## src/rtl/ones_accumulator.sv

```systemverilog
// Frame-level population counter: counts ones in each word CHUNK_WIDTH bits per
// clock and accumulates across a frame, handing the total out on a valid/ready port.
module ones_accumulator #(
  parameter int unsigned INPUT_FEATURES = 8,
  parameter int unsigned CHUNK_WIDTH    = 4,
  parameter int unsigned MAX_WORDS      = 16,
  localparam int unsigned ACC_WIDTH     = $clog2(INPUT_FEATURES * MAX_WORDS + 1)
) (
  input  logic                      clock_i,
  input  logic                      reset_i,
  input  logic                      valid_i,
  output logic                      ready_o,
  input  logic [INPUT_FEATURES-1:0] input_features_i,
  input  logic                      last_i,
  input  logic [ACC_WIDTH-1:0]      threshold_i,
  output logic                      valid_o,
  input  logic                      ready_i,
  output logic [ACC_WIDTH-1:0]      ones_o,
  output logic                      above_o,
  output logic                      overflow_o
);

  localparam int unsigned STEPS  = INPUT_FEATURES / CHUNK_WIDTH;
  localparam int unsigned STEP_W = $clog2(STEPS + 1);
  localparam int unsigned WCNT_W = $clog2(MAX_WORDS + 1);

  typedef enum logic [1:0] {
    IDLE  = 2'd0,
    COUNT = 2'd1,
    DONE  = 2'd2
  } state_e;

  state_e                    state_q, state_d;
  logic [INPUT_FEATURES-1:0] shift_q, shift_d;
  logic [ACC_WIDTH-1:0]      acc_q, acc_d;
  logic [WCNT_W-1:0]         wcnt_q, wcnt_d;
  logic [STEP_W-1:0]         step_q, step_d;
  logic                      closing_q, closing_d;
  logic                      flag_q, flag_d;
  logic [ACC_WIDTH-1:0]      thr_q, thr_d;
  logic                      valid_q, valid_d;
  logic [ACC_WIDTH-1:0]      ones_q, ones_d;
  logic                      above_q, above_d;
  logic                      ovf_q, ovf_d;
  logic [ACC_WIDTH-1:0]      acc_sum;
  logic                      closing_word;

  function automatic logic [ACC_WIDTH-1:0] popcount(input logic [CHUNK_WIDTH-1:0] chunk);
    logic [ACC_WIDTH-1:0] cnt;
    cnt = '0;
    for (int unsigned i = 0; i < CHUNK_WIDTH; i++) begin
      cnt = cnt + ACC_WIDTH'(chunk[i]);
    end
    return cnt;
  endfunction

  // Acceptance is gated off while reset is asserted so no word slips in.
  assign ready_o    = (state_q == IDLE) && !reset_i;
  assign valid_o    = valid_q;
  assign ones_o     = ones_q;
  assign above_o    = above_q;
  assign overflow_o = ovf_q;

  // State and datapath registers
  always_ff @(posedge clock_i) begin
    if (reset_i) begin
      state_q   <= IDLE;
      shift_q   <= '0;
      acc_q     <= '0;
      wcnt_q    <= '0;
      step_q    <= '0;
      closing_q <= 1'b0;
      flag_q    <= 1'b0;
      thr_q     <= '0;
      valid_q   <= 1'b0;
      ones_q    <= '0;
      above_q   <= 1'b0;
      ovf_q     <= 1'b0;
    end else begin
      state_q   <= state_d;
      shift_q   <= shift_d;
      acc_q     <= acc_d;
      wcnt_q    <= wcnt_d;
      step_q    <= step_d;
      closing_q <= closing_d;
      flag_q    <= flag_d;
      thr_q     <= thr_d;
      valid_q   <= valid_d;
      ones_q    <= ones_d;
      above_q   <= above_d;
      ovf_q     <= ovf_d;
    end
  end

  // Next-state and datapath update
  always_comb begin
    state_d      = state_q;
    shift_d      = shift_q;
    acc_d        = acc_q;
    wcnt_d       = wcnt_q;
    step_d       = step_q;
    closing_d    = closing_q;
    flag_d       = flag_q;
    thr_d        = thr_q;
    valid_d      = valid_q;
    ones_d       = ones_q;
    above_d      = above_q;
    ovf_d        = ovf_q;
    acc_sum      = acc_q + popcount(shift_q[CHUNK_WIDTH-1:0]);
    closing_word = last_i || (wcnt_q == WCNT_W'(MAX_WORDS - 1));

    unique case (state_q)
      IDLE: begin
        if (valid_i && ready_o) begin
          shift_d   = input_features_i;
          wcnt_d    = wcnt_q + WCNT_W'(1);
          step_d    = '0;
          closing_d = closing_word;
          if (closing_word) begin
            thr_d  = threshold_i;
            flag_d = !last_i;
          end
          state_d = COUNT;
        end
      end
      COUNT: begin
        acc_d   = acc_sum;
        shift_d = shift_q >> CHUNK_WIDTH;
        step_d  = step_q + STEP_W'(1);
        if (step_q == STEP_W'(STEPS - 1)) begin
          if (closing_q) begin
            state_d = DONE;
            ones_d  = acc_sum;
            above_d = (acc_sum >= thr_q);
            ovf_d   = flag_q;
            valid_d = 1'b1;
          end else begin
            state_d = IDLE;
          end
        end
      end
      DONE: begin
        if (ready_i) begin
          state_d = IDLE;
          acc_d   = '0;
          wcnt_d  = '0;
          valid_d = 1'b0;
        end
      end
      default: state_d = IDLE;
    endcase
  end

endmodule

```

## config.mk

```make
export PLATFORM = sky130hd
export DESIGN_NAME = ones_accumulator
export DESIGN_NICKNAME = d
export VERILOG_FILES = /design/src/rtl/ones_accumulator.sv
export SDC_FILE = /design/constraint.sdc
export NUM_CORES = 1
export LEC_CHECK = 0
export BUFFER_PORTS_ARGS = -buffer_cell sky130_fd_sc_hd__buf_2
export CAP_MARGIN = 10
export CORE_AREA = 2 2 70 72
export DETAILED_ROUTE_END_ITERATION = 8
export DIE_AREA = 0 0 72 74
export PLACE_DENSITY = 0.8
export SLEW_MARGIN = 10
export SYNTH_ARGS = -nofsm -noshare
export SYNTH_HDL_FRONTEND = slang
export SYNTH_SLANG_ARGS = --single-unit
```

## constraint.sdc

```tcl
create_clock -name clock_i -period 3.1 [get_ports clock_i]
set_clock_uncertainty 0.1 [all_clocks]
set_input_delay 0.465 -clock clock_i [delete_from_list [all_inputs] [get_ports clock_i]]
set_output_delay 0.465 -clock clock_i [all_outputs]
set_load 0.01 [all_outputs]
```

==> summary.txt <==
Global route
  • Total Routing Usage GR: 0.1884
  • First-pass GRT wire length: 7631 um
  • Largest net degree at the start of global routing: 48
  • Congestion Overflow GR: 0
  • Number of global-route vias before repair: 1717
  • Initial antenna violation count: 0

Critical path
  • RR Startpoint: shift_q[0]$_SDFFE_PP0P_
  • FF-to-FF End: above_o$_SDFFE_PP0P_
  • Buffers & Inverters on Critical Path: 1
  • Crit path top cell by count: fa_2
  • CP peak stage delay: 0.49 ns
  • WP data arrival: 3.09 ns
  • Critical path, cell by cell: fa_1 -> fa_2 -> fa_2 -> nand3_1 -> xor2_1 -> inv_1 -> ha_4 -> nand4_1 -> a211o_1 -> a211oi_1
  • Req. time, crit path: 3.22 ns
  • Worst Setup Start Kind: register
  • Setup crit end kind: register
  • CP Max Fanout: 3
  • Kind of cell adding the most delay to the critical path: adder cells
  • Flop2flop setup slack: 0.13 ns
  • Cells on worst reg2reg path: 10
  • Crit-path slowest cell: fa_1
  • Worst Setup Path Type: register to register

Power
  • Tot Pwr: 1.157 mW
  • Leakage power: 1.014 nW
  • Power per cell area: 465.2 nW/um2
  • Worst vdd ir: 272.7 uV

Clocking
  • TritonCTS clock tree: built
  • Clk slew on worst S/H paths: 0.09 ns
  • Postcts setup bufs: 0
  • CTS Buf Count: 5
  • Root buf cell: clkbuf_8
  • CTS sink count: 46
  • H-tree depth: 2
  • CTS Buffer Depth: 2
  • Clk_lat worst skew: 0.31 ns

Placed design
  • Gpl congestion: 0.8685
  • Dpl cells: 336
  • Placed wire-length estimate: 3141 um
  • I/O Buffers: 32
  • Instance area at placement: 2374 um2

Synth
  • Synth warn: 0
  • Post-Synthesis Cells: 263
  • Avg Cell Area, Syn: 8.425 um2
  • Register area share after synthesis: 0.4156
  • Synth Cell Area: 2216 um2
  • Post-Syn Nets: 299
  • Cell variety after synth: 40
  • Flops & latches, synth: 46

Finish
  • Fraction of layout cells with a size suffix above 1: 0.1724
  • Ant diodes: 0
  • Final instance area: 2486 um2
  • Filler instances: 428
  • Core Util, Final: 0.5407
  • Final Net Count: 325
  • Commonest non-fill, non-tap cells in the layout: nand2_1 (46), dfxtp_1 (46), buf_2 (32)
  • Area growth, synth to finish: 12.20%
  • Post-route non-filler standard cell count: 344

Status
  • Outcome: complete, no violations

STA
  • Slew Limit Fails: 0
  • Final Hold Fails: 0
  • Fin crit share: 0.9583
  • Achievable Freq: 336.6 MHz
  • Minimum clock period: 2.971 ns
  • Final setup violating endpoints: 0
  • RSZ-0062 raised after global routing: no
  • Hold WS: 0.2742 ns
  • Slew @ Worst Pin: 0.8419 ns
  • Slew Limit Headroom: 0.4387

Detailed routing
  • WL per Instance: 12.97 um
  • Vias/cell: 5.340
  • DR pass1 iterations: 4
  • Via count: 1837
  • Initial DRC Count: 77
  • Antenna viol nets, final: 0
  • Final routed DRC violation total: 0
  • Total Wirelength: 4462 um

Min path
  • Type of the tightest min-delay check: input pin to register
  • WHS Path Cells: 2
  • Hold Crit Endpoint: flag_q$_SDFFE_PP0P_
  • Hold path start: last_i

Floorplanning
  • Die Wd: 72 um
  • Cell row count: 25
  • Die Y: 74 um
  • Starting density of the core: 0.4819
  • IO Count: 33
  • CORE AREA: 4598 um2
  • Die Area: 5328 um2

Run
  • Max Cap Viol: 0
## metal layers
layer  vias to the layer above  GRT usage  wire, um
met3                        10    0.04878       176
met1                       848     0.2209      2046
li1                        944          -         -
met4                         0    0.08595       102
met2                        35     0.3261      2137
met5                         -          0         0
## through the flow
stage	setup WS [ns]	setup TNS, ns
after floorplan	0.1548	0
after global placement	0.09727	0
after detailed placement	-0.009294	-0.009294
after CTS	0.03577	0
after global routing	0.02070	0
final	0.1293	0
## worst max-delay path by stage
stage	startpoint	to	slack (ns)	depth (start not counted)
2_1_floorplan	shift_q[0]$_SDFFE_PP0P_	above_o$_SDFFE_PP0P_	0.15	10
3_3_place_gp	shift_q[0]$_SDFFE_PP0P_	above_o$_SDFFE_PP0P_	0.1	11
3_5_place_dp	shift_q[0]$_SDFFE_PP0P_	above_o$_SDFFE_PP0P_	-0.009	10
4_1_cts	shift_q[0]$_SDFFE_PP0P_	above_o$_SDFFE_PP0P_	0.04	10
5_1_grt	shift_q[0]$_SDFFE_PP0P_	above_o$_SDFFE_PP0P_	0.02	10
6_report	shift_q[0]$_SDFFE_PP0P_	above_o$_SDFFE_PP0P_	0.13	10
## sequential cells by signal, summed over array words and instances (netlist names)
register and flops:
above_o 1, acc_q 8, closing_q 1, flag_q 1
ones_o 8, overflow_o 1, shift_q 8, state_q 2
step_q 2, thr_q 8, valid_o 1, wcnt_q 5
## cells in the mapped netlist
cell	n	share of area
or4b_4	1	0.0062
o21ai_1	2	0.0045
buf_4	1	0.0034
o21ai_0	4	0.0090
a311oi_1	4	0.016
nand4b_1	2	0.0079
or3_1	1	0.0028
a41oi_1	1	0.0040
nor2b_1	1	0.0028
a31oi_1	3	0.0085
a211oi_1	4	0.014
buf_1	1	0.0017
a211o_1	1	0.0040
nand3b_1	1	0.0034
buf_2	5	0.011
clkbuf_1	6	0.010
nor2_1	21	0.036
nand2_1	46	0.078
nand3_1	9	0.020
ha_1	12	0.068
a2111oi_0	1	0.0040
nor4b_4	1	0.011
fa_1	3	0.027
a21o_1	1	0.0034
and3b_1	1	0.0040
nor3_1	8	0.018
inv_1	17	0.029
dfxtp_1	46	0.42
xnor2_1	3	0.012
xor2_1	5	0.020
or3b_2	1	0.0040
and3_1	3	0.0085
nor2_8	1	0.0090
a21oi_1	29	0.066
mux2i_1	1	0.0045
buf_6	3	0.015
o31ai_1	2	0.0068
nand2b_1	3	0.0085
nand4_1	5	0.014
o21a_1	3	0.010
## report_power, final
group          internal (mW)  leakage (nW)  total [mW]  switching [mW]
combinational         0.0640         0.594       0.144          0.0803
sequential             0.609         0.373       0.625          0.0163
clock                  0.179        0.0472       0.387           0.207
## repair_timing
| item | in CTS | in global routing |
|---|---|---|
| setup endpoints to repair | 1 | 1 |
| pin swaps | 0 | 1 |
| resized for setup | 1 | 3 |
| hold buffers | 0 | 0 |
| endpoints found under the hold margin | 0 | 0 |
## cells by family after synthesis
logic type,share of synthesized area
muxes,0.004517
DFF,0.4156
AOI/OAI and AO/OA,0.1491
buffers and inverters,0.07058
and+or+nand+nor,0.2338
xor gates and xnor gates,0.03162
adders and majority gates,0.09486
## final cells by class
cell class | count | area (um2) | area share
multi-input cells | 184 | 1156 | 0.4650
clock inverters | 2 | 12.51 | 0.005033
repair buffers | 35 | 182.7 | 0.07348
clock buffers | 6 | 82.58 | 0.03322
inverters | 17 | 63.81 | 0.02567
flip-flops and latches | 46 | 920.9 | 0.3704
well taps | 54 | 67.56 | 0.02718
## worst reg2reg max path, stage by stage, from the launching register on
cell	delay, ns
dfxtp_1	0.34
fa_1	0.49
fa_2	0.38
fa_2	0.38
nand3_1	0.11
xor2_1	0.18
inv_1	0.10
ha_4	0.29
nand4_1	0.09
a211o_1	0.23
a211oi_1	0.19
Power figures use the tool's default switching activity.
